[config.mk]
export PLATFORM = sky130hd
export DESIGN_NAME = fetch_unit
export DESIGN_NICKNAME = d
export VERILOG_FILES = /design/src/rtl/fetch_pkg.sv /design/src/rtl/fetch_buffer.sv /design/src/rtl/fetch_unit.sv
export SDC_FILE = /design/constraint.sdc
export NUM_CORES = 1
export LEC_CHECK = 0
export CAP_MARGIN = 20
export CELL_PAD_IN_SITES_DETAIL_PLACEMENT = 1
export CELL_PAD_IN_SITES_GLOBAL_PLACEMENT = 1
export CORE_MARGIN = 2
export CORE_UTILIZATION = 40
export DETAILED_ROUTE_END_ITERATION = 8
export HOLD_SLACK_MARGIN = 0.05
export PLACE_DENSITY_LB_ADDON = 0.1
export RECOVER_POWER = 25
export SLEW_MARGIN = 15
export SYNTH_ARGS = -nofsm -noshare
export SYNTH_HDL_FRONTEND = slang
export SYNTH_HIERARCHICAL = 1
export SYNTH_SLANG_ARGS = --single-unit
[constraint.sdc]
create_clock -name clk -period 2.8 [get_ports clk]
set_input_delay 0.7 -clock clk [delete_from_list [all_inputs] [get_ports clk]]
set_output_delay 0.7 -clock clk [all_outputs]
set_load 0.1 [all_outputs]
[src/rtl/fetch_pkg.sv]
// Shared types for the fetch unit: default widths, fetch FSM states, buffer entry.
// Latency: n/a (types only).
// Backpressure: n/a.
package fetch_pkg;

    localparam int FETCH_PC_W    = 10;
    localparam int FETCH_INSTR_W = 16;

    typedef enum logic [1:0] {
        ST_REQ     = 2'd0,
        ST_WAIT    = 2'd1,
        ST_DISCARD = 2'd2
    } fetch_state_t;

    typedef struct packed {
        logic [FETCH_PC_W-1:0]    pc;
        logic [FETCH_INSTR_W-1:0] instr;
    } fetch_entry_t;

endpackage

[src/rtl/fetch_buffer.sv]
// Two-entry in-order buffer of fetched {pc, instr} entries with synchronous flush.
// Latency: a push is visible at head the cycle after it is written.
// Backpressure: push is ignored when full unless a pop frees a slot the same cycle.
module fetch_buffer
    import fetch_pkg::*;
#(
    parameter type T = fetch_entry_t
) (
    input  logic       clk,
    input  logic       reset,
    input  logic       push,
    input  T           push_data,
    input  logic       pop,
    input  logic       flush,
    output logic [1:0] count,
    output T           head
);

    T     mem [2];
    logic wr_ptr;
    logic rd_ptr;
    logic do_push;
    logic do_pop;

    assign do_pop  = pop && (count != 2'd0);
    assign do_push = push && ((count != 2'd2) || do_pop);
    assign head    = mem[rd_ptr];

    always_ff @(posedge clk or posedge reset) begin
        if (reset) begin
            mem[0] <= '0;
            mem[1] <= '0;
            wr_ptr <= 1'b0;
            rd_ptr <= 1'b0;
            count  <= 2'd0;
        end else if (flush) begin
            wr_ptr <= 1'b0;
            rd_ptr <= 1'b0;
            count  <= 2'd0;
        end else begin
            if (do_push) begin
                mem[wr_ptr] <= push_data;
                wr_ptr      <= ~wr_ptr;
            end
            if (do_pop) begin
                rd_ptr <= ~rd_ptr;
            end
            count <= count + 2'(do_push) - 2'(do_pop);
        end
    end

endmodule

[src/rtl/fetch_unit.sv]
// Instruction fetch: one outstanding imem request, 2-entry response buffer, redirect flush.
// Latency: response to instr_valid 1 cycle; 0 cycles into an empty buffer when FETCH_BYPASS_EN is defined.
// Backpressure: a request is only issued while the buffer has room for its response (occupancy < 2).
module fetch_unit
    import fetch_pkg::*;
#(
    parameter int PC_W    = FETCH_PC_W,
    parameter int INSTR_W = FETCH_INSTR_W
) (
    input  logic               clk,
    input  logic               reset,
    input  logic [PC_W-1:0]    pc,
    output logic [PC_W-1:0]    next_pc,
    output logic               imem_req_valid,
    output logic [PC_W-1:0]    imem_req_addr,
    input  logic               imem_req_ready,
    input  logic               imem_rsp_valid,
    input  logic [INSTR_W-1:0] imem_rsp_data,
    input  logic               redirect_valid,
    input  logic [PC_W-1:0]    redirect_pc,
    output logic               instr_valid,
    output logic [INSTR_W-1:0] instr_data,
    output logic [PC_W-1:0]    instr_pc,
    input  logic               instr_ready
);

    typedef struct packed {
        logic [PC_W-1:0]    pc;
        logic [INSTR_W-1:0] instr;
    } entry_t;

    fetch_state_t    state;
    logic [PC_W-1:0] req_pc;
    logic [1:0]      count;
    entry_t          head;
    entry_t          push_data;
    logic            accept;
    logic            rsp_in_wait;
    logic            buf_valid;
    logic            push;
    logic            pop;

    // Reserving a buffer slot before issuing guarantees the response always fits.
    assign imem_req_valid = !reset && (state == ST_REQ) && (count < 2'd2) && !redirect_valid;
    assign imem_req_addr  = pc;
    assign accept         = imem_req_valid && imem_req_ready;
    assign rsp_in_wait    = (state == ST_WAIT) && imem_rsp_valid && !redirect_valid;
    assign buf_valid      = (count != 2'd0);
    assign push_data      = '{pc: req_pc, instr: imem_rsp_data};
    assign pop            = buf_valid && instr_ready;

    always_comb begin
        next_pc = pc;
        if (reset) begin
            next_pc = '0;
        end else if (redirect_valid) begin
            next_pc = redirect_pc;
        end else if (accept) begin
            next_pc = pc + PC_W'(1);
        end
    end

`ifdef FETCH_BYPASS_EN
    logic bypass;

    assign bypass      = rsp_in_wait && !buf_valid;
    assign instr_valid = !reset && (buf_valid || bypass);
    assign instr_data  = reset ? '0 : (buf_valid ? head.instr : imem_rsp_data);
    assign instr_pc    = reset ? '0 : (buf_valid ? head.pc : req_pc);
    assign push        = rsp_in_wait && !(bypass && instr_ready);
`else
    assign instr_valid = !reset && buf_valid;
    assign instr_data  = reset ? '0 : head.instr;
    assign instr_pc    = reset ? '0 : head.pc;
    assign push        = rsp_in_wait;
`endif

    always_ff @(posedge clk or posedge reset) begin
        if (reset) begin
            state  <= ST_REQ;
            req_pc <= '0;
        end else begin
            case (state)
                ST_REQ: begin
                    if (accept) begin
                        state  <= ST_WAIT;
                        req_pc <= pc;
                    end
                end
                ST_WAIT: begin
                    // A redirect with no response yet leaves a stale response to swallow.
                    if (imem_rsp_valid) begin
                        state <= ST_REQ;
                    end else if (redirect_valid) begin
                        state <= ST_DISCARD;
                    end
                end
                ST_DISCARD: begin
                    if (imem_rsp_valid) begin
                        state <= ST_REQ;
                    end
                end
                default: state <= ST_REQ;
            endcase
        end
    end

    fetch_buffer #(
        .T (entry_t)
    ) u_buffer (
        .clk       (clk),
        .reset     (reset),
        .push      (push),
        .push_data (push_data),
        .pop       (pop),
        .flush     (redirect_valid),
        .count     (count),
        .head      (head)
    );

endmodule

Word-level counts from Yosys, hierarchy flattened
Cells that the tools add are included.
{ "classes": {"add_sub_neg": 3, "muxes": 21, "bitwise": 5, "n_reduce_logical": 21, "magnitude_cmp": 4, "eq_ne": 6} }
{ "ops": {"columns": ["operator", "n"], "rows": [
  ["two-way mux 26 bit", 4],
  ["bitwise mux 52 bit", 1],
  ["two-way mux 10 bit", 4],
  ["demux 26 bit (select 1 bit)", 1],
  ["two-way mux 16 bit", 1],
  ["logical AND 1 bit", 11],
  ["adder 10 x 1 -> 10 bit (second input constant)", 1],
  ["two-way mux 2 bit", 5],
  ["inequality test 2 bit (second input constant)", 3],
  ["case mux 2 bit (3 select lines)", 1],
  ["nonzero test 2 bit", 3],
  [">= comparator 2 bit (second input constant)", 2],
  ["two-way mux 1 bit", 4],
  ["NOT 1 -> 2 bit", 2],
  ["AND reduction 2 bit", 2],
  ["inequality test 3 bit (second input constant)", 1],
  ["NOT 1 bit", 3],
  ["AND reduction 3 bit", 1],
  ["adder 2 x 1 -> 2 bit", 1],
  ["== test 2 x 1 -> 1 bit (second input constant)", 1],
  ["== test 2 bit (second input constant)", 1],
  ["zero test 1 bit", 2],
  ["zero test 2 bit", 1],
  ["less-than comparator 2 x 1 -> 1 bit (second input constant)", 1],
  ["3 further kinds", 3]
]} }
{ "totals": {"word_cells": 69, "inputBits": 42, "regBits": 68} }

Depth between registers and ports, before layout
{ "depth": {"ltp_word": 8, "mapped_depth": 9, "mapped_depth_nobuf": 9} }

Cells and area by module
The synthesis kept the hierarchy.
{ "modules_own_cells": {"columns": ["module", "area_each_um2", "seq_area_each_um2", "instances", "cells_each"], "rows": [
  ["fetch_buffer", 2565.0, 1401.3, 1, 161],
  ["fetch_unit", 1144.8, 300.3, 1, 132]
]} }

Least setup slack after synthesis
OpenSTA, ideal clock, no wires.
{ "synth_path": {"path_kind": "input -> output", "startpoint": "input reset", "endpoint": "output imem_req_valid", "stages": 3, "setup_slack_ps": -2102, "arrival_ps": 4202, "cell_sequence": "buf_4 > clkbuf_1 > nor4b_1"} }
{ "synth_via": {"elab_chain_len": 4} }
{ "synth_rtl": {"columns": ["element", "line_no", "text"], "rows": [
  ["start, declared", "fetch_unit.sv:11", "input logic reset,"],
  ["zero test 1 bit (no line)", null, null],
  ["logical AND 1 bit (3 in a row)", "fetch_unit.sv:44", "assign imem_req_valid = !reset && (state == ST_REQ) && (count < 2'd2) && !redirect_valid;"],
  ["end, declared", "fetch_unit.sv:14", "output logic imem_req_valid,"]
]} }
Every way passes these cells.

Worst setup path after layout
{ "layout_path": {"startpoint": "input redirect_valid", "endpoint": "output next_pc[8]"} }
{ "layout_via": {"elab_chain_len": 6} }
{ "layout_rtl": {"columns": ["element", "line_no", "text"], "rows": [
  ["start, declared", "fetch_unit.sv:19", "input logic redirect_valid,"],
  ["zero test 1 bit", "fetch_unit.sv:44", null],
  ["logical AND 1 bit", "fetch_unit.sv:44", null],
  ["logical AND 1 bit", "fetch_unit.sv:46", "assign accept = imem_req_valid && imem_req_ready;"],
  ["two-way mux 10 bit", "fetch_unit.sv:58", "end else if (accept) begin"],
  ["two-way mux 10 bit (*)", "fetch_unit.sv:56", "end else if (redirect_valid) begin"],
  ["two-way mux 10 bit (*)", "fetch_unit.sv:54", "if (reset) begin"],
  ["end, declared", "fetch_unit.sv:13", "output logic [PC_W-1:0] next_pc,"]
]} }
Every way passes the cells marked *; elsewhere a longest branch is shown, timed or not.

==> impl_metrics.tcl <==
set metrics [dict create \
    hold_end "u_buffer/mem[15]" \
    synthArstFlopShare_pct 100 \
    grt_busiest_layer "met2" \
    final_hold_viol_count 0 \
    fin_worst_skew_ps 8.61 \
    clkTransAtPathRegs_ps 60 \
    critPathTopFamily "simple AND/OR/NAND/NOR gates" \
    critPathBufInv 3 \
    slew_headroom_pct 39.6 \
    grt-ovfl-total 0 \
    holdWs_ps 506 \
    tns_ps -28.8 \
    outcome "finished with violations" \
    routed_wl_um 9700 \
    period_share_pct 101 \
    synthesis.nets 338 \
    leakage_nw 2.66 \
    cts_tree "built" \
    rrSetupSlack_ps 550 \
    antenna_found_initial 0 \
    critical_path_required_ps 2100 \
    gp_congestion 0.805 \
    place_inst 509 \
    clock-sinks 68 \
    finalSetupViolCount 3 \
    critical_path_class "in -> out" \
    multi_input_area_um2 2120 \
    cpPeakStageDelay_ps 380 \
    ys.flop_type "dfrtp_1" \
    yosys.cell_count.top_type "dfrtp_1" \
    drv_cap 0 \
    irDropWorstVdd_uv 255 \
    tightest_slew_ps 905 \
    slowest_stage "or3_4" \
    start_kind "input pin" \
    synth_cells 293 \
    synthTopCellsByCount "dfrtp_1, mux2_2, mux2_4, nor2b_1, nor2_1" \
    layout-drive-gt1-share_pct 60.6 \
    cts_buffer_depth 2 \
    dpl.hpwl_um 7170 \
    dr.pass1.iters 4 \
    max_freq_ghz 0.354 \
    reg2reg_depth 7 \
    clkLatencyLatePin_ps 330 \
    syn_to_final_growth_pct 60.5 \
    die_width_um 100 \
    violations "setup timing" \
    grt_max_degree 22 \
    detail-route-antenna-nets 0 \
    fin_cells 530 \
    drc 0 \
    initial_core_util_pct 40.7 \
    dieArea_um2 10100 \
    core_um2 9110 \
    avgSynthCellArea_um2 12.7 \
    n_fill_cell 880 \
    regArea_um2 1700 \
    cts_max_level 3 \
    synth_top_area_share_pct 45.9 \
    cts_hold_buf 0 \
    fin_util_pct 65.4 \
    grtUsageMet2_pct 35.8 \
    drv_slew 0 \
    crit_chain "buf_8 > nor4b_4 > buf_4 > nand3_4 > or3_4 > a31oi_4 > buf_12" \
    p_per_area_nw_per_um2 568 \
    ys_types 43 \
    synthTopCellsByArea "dfrtp_1, mux2_2, mux2_4" \
    setup_ws_ps -26.5 \
    cts-root-buf "clkbuf_8" \
    p_total_mw 3.38 \
    die_y_um 100 \
    grt_pass1_vias 3104 \
    routedWlPerCell_um 18.3 \
    rsz0062_at_grt "true" \
    n_antenna_cell 0 \
    rows 35 \
    pin_count 90 \
    use_met1_pct 25.2 \
    crit_arrival_ps 2130 \
    drtIter0Drc 43 \
    rr_startpoint "u_buffer/count[1]" \
    final_nets 461 \
    gr-usage-met3_pct 6.34 \
    hold_depth 1 \
    syn_area_um2 3710 \
    hp-start "u_buffer/mem[15]" \
    ys_ff_latch 68 \
    ys_seq_area_share_pct 45.9 \
    r2r_end "u_buffer/mem[9]" \
    synth_top_cell_by_area "dfrtp_1" \
    period_needed_ps 2830 \
    via_per_inst 5.14 \
    cp_num_cells 7 \
    crit_path_end_kind "primary output" \
    grt.total_usage_pct 20.7 \
    worstHoldPathType "reg -> reg" \
    yosysWarnings 6 \
    port_buffers 89 \
    cts_made_buffers 9 \
    path_max_fanout 2 \
    synth_edf_count 0 \
    num_vias 2724 \
    grt_pass1_wl_um 16000 \
]
## metrics by stage
stage          setup slack (ps)  area [um^2]
2_1_floorplan              -454         3960
3_3_place_gp               -405         5630
3_5_place_dp               -443         5630
4_1_cts                   -49.4         5930
5_1_grt                   -78.6         5960
6_report                  -26.5         5960
## state kept, by name, summed over array words and instances (netlist names)
signal	count
u_buffer/count	2
u_buffer/wr_ptr	1
u_buffer/mem	52
u_buffer/rd_ptr	1
req_pc	10
state	2
## worst register-to-register path: stages, from the launching register on
cell and delay, ps:
dfrtp_1 410, buf_4 170, nor2_1 240, nor2b_1 110, or3b_4 440, and4b_2 300
buf_12 170, mux2_4 300
## placed cells by master, fill, tap and decap left out, drive strengths merged, types with 6 or more instances in the layout
| cell type | instances |
|---|---|
| nor2b | 28 |
| mux2 | 88 |
| xor2 | 7 |
| dfrtp | 68 |
| buf | 99 |
| nand3 | 6 |
| clkbuf | 13 |
| nand2 | 8 |
| clkdlybuf4s50 | 29 |
| nor2 | 12 |
## power breakdown
group	total (mW)	switching [mW]	internal, mW
combinational	1.45	0.809	0.638
clock	0.727	0.342	0.385
sequential	1.21	0.0834	1.12
## worst max path at each step
stage	startpoint	endpoint	slack, ps
after floorplan	redirect_valid	next_pc[0]	-450
after global placement	redirect_valid	next_pc[4]	-410
after detailed placement	redirect_valid	next_pc[4]	-440
after CTS	reset	next_pc[3]	-50
after global routing	redirect_valid	next_pc[8]	-80
final	redirect_valid	next_pc[8]	-30
## kinds of logic after synthesis
kind of cell / Yosys count / share of synthesized area (%)
xor gates and xnor gates: 10 / 2.36
AOI/OAI and AO/OA: 19 / 3.54
buffers and inverters: 30 / 5.56
muxes: 88 / 29.5
adders and majority gates: 3 / 1.01
and+or+nand+nor: 75 / 12.1
DFF: 68 / 45.9
## area by class of cell
class	instances	share of cell area (%)
inverter	5	0.315
clock inverter	1	0.126
multi-input combinational	195	35.6
tap	111	2.33
timing repair buffer	137	30.2
clock buffer	13	2.84
sequential	68	28.6
## layer usage
metal	wire [um]	part of all wire, %
met3	612	6.3
met2	4940	51
met4	82	0.85
met5	0	0
met1	4070	42
## timing repair
action | 4_1_cts | 5_1_grt
pin swaps | 14 | 8
setup buffers | 7 | 0
resized for setup | 41 | 7
endpoints found under the setup margin | 10 | 9
cloned | 0 | 0
Note: power is estimated with default switching activity, not from simulation.
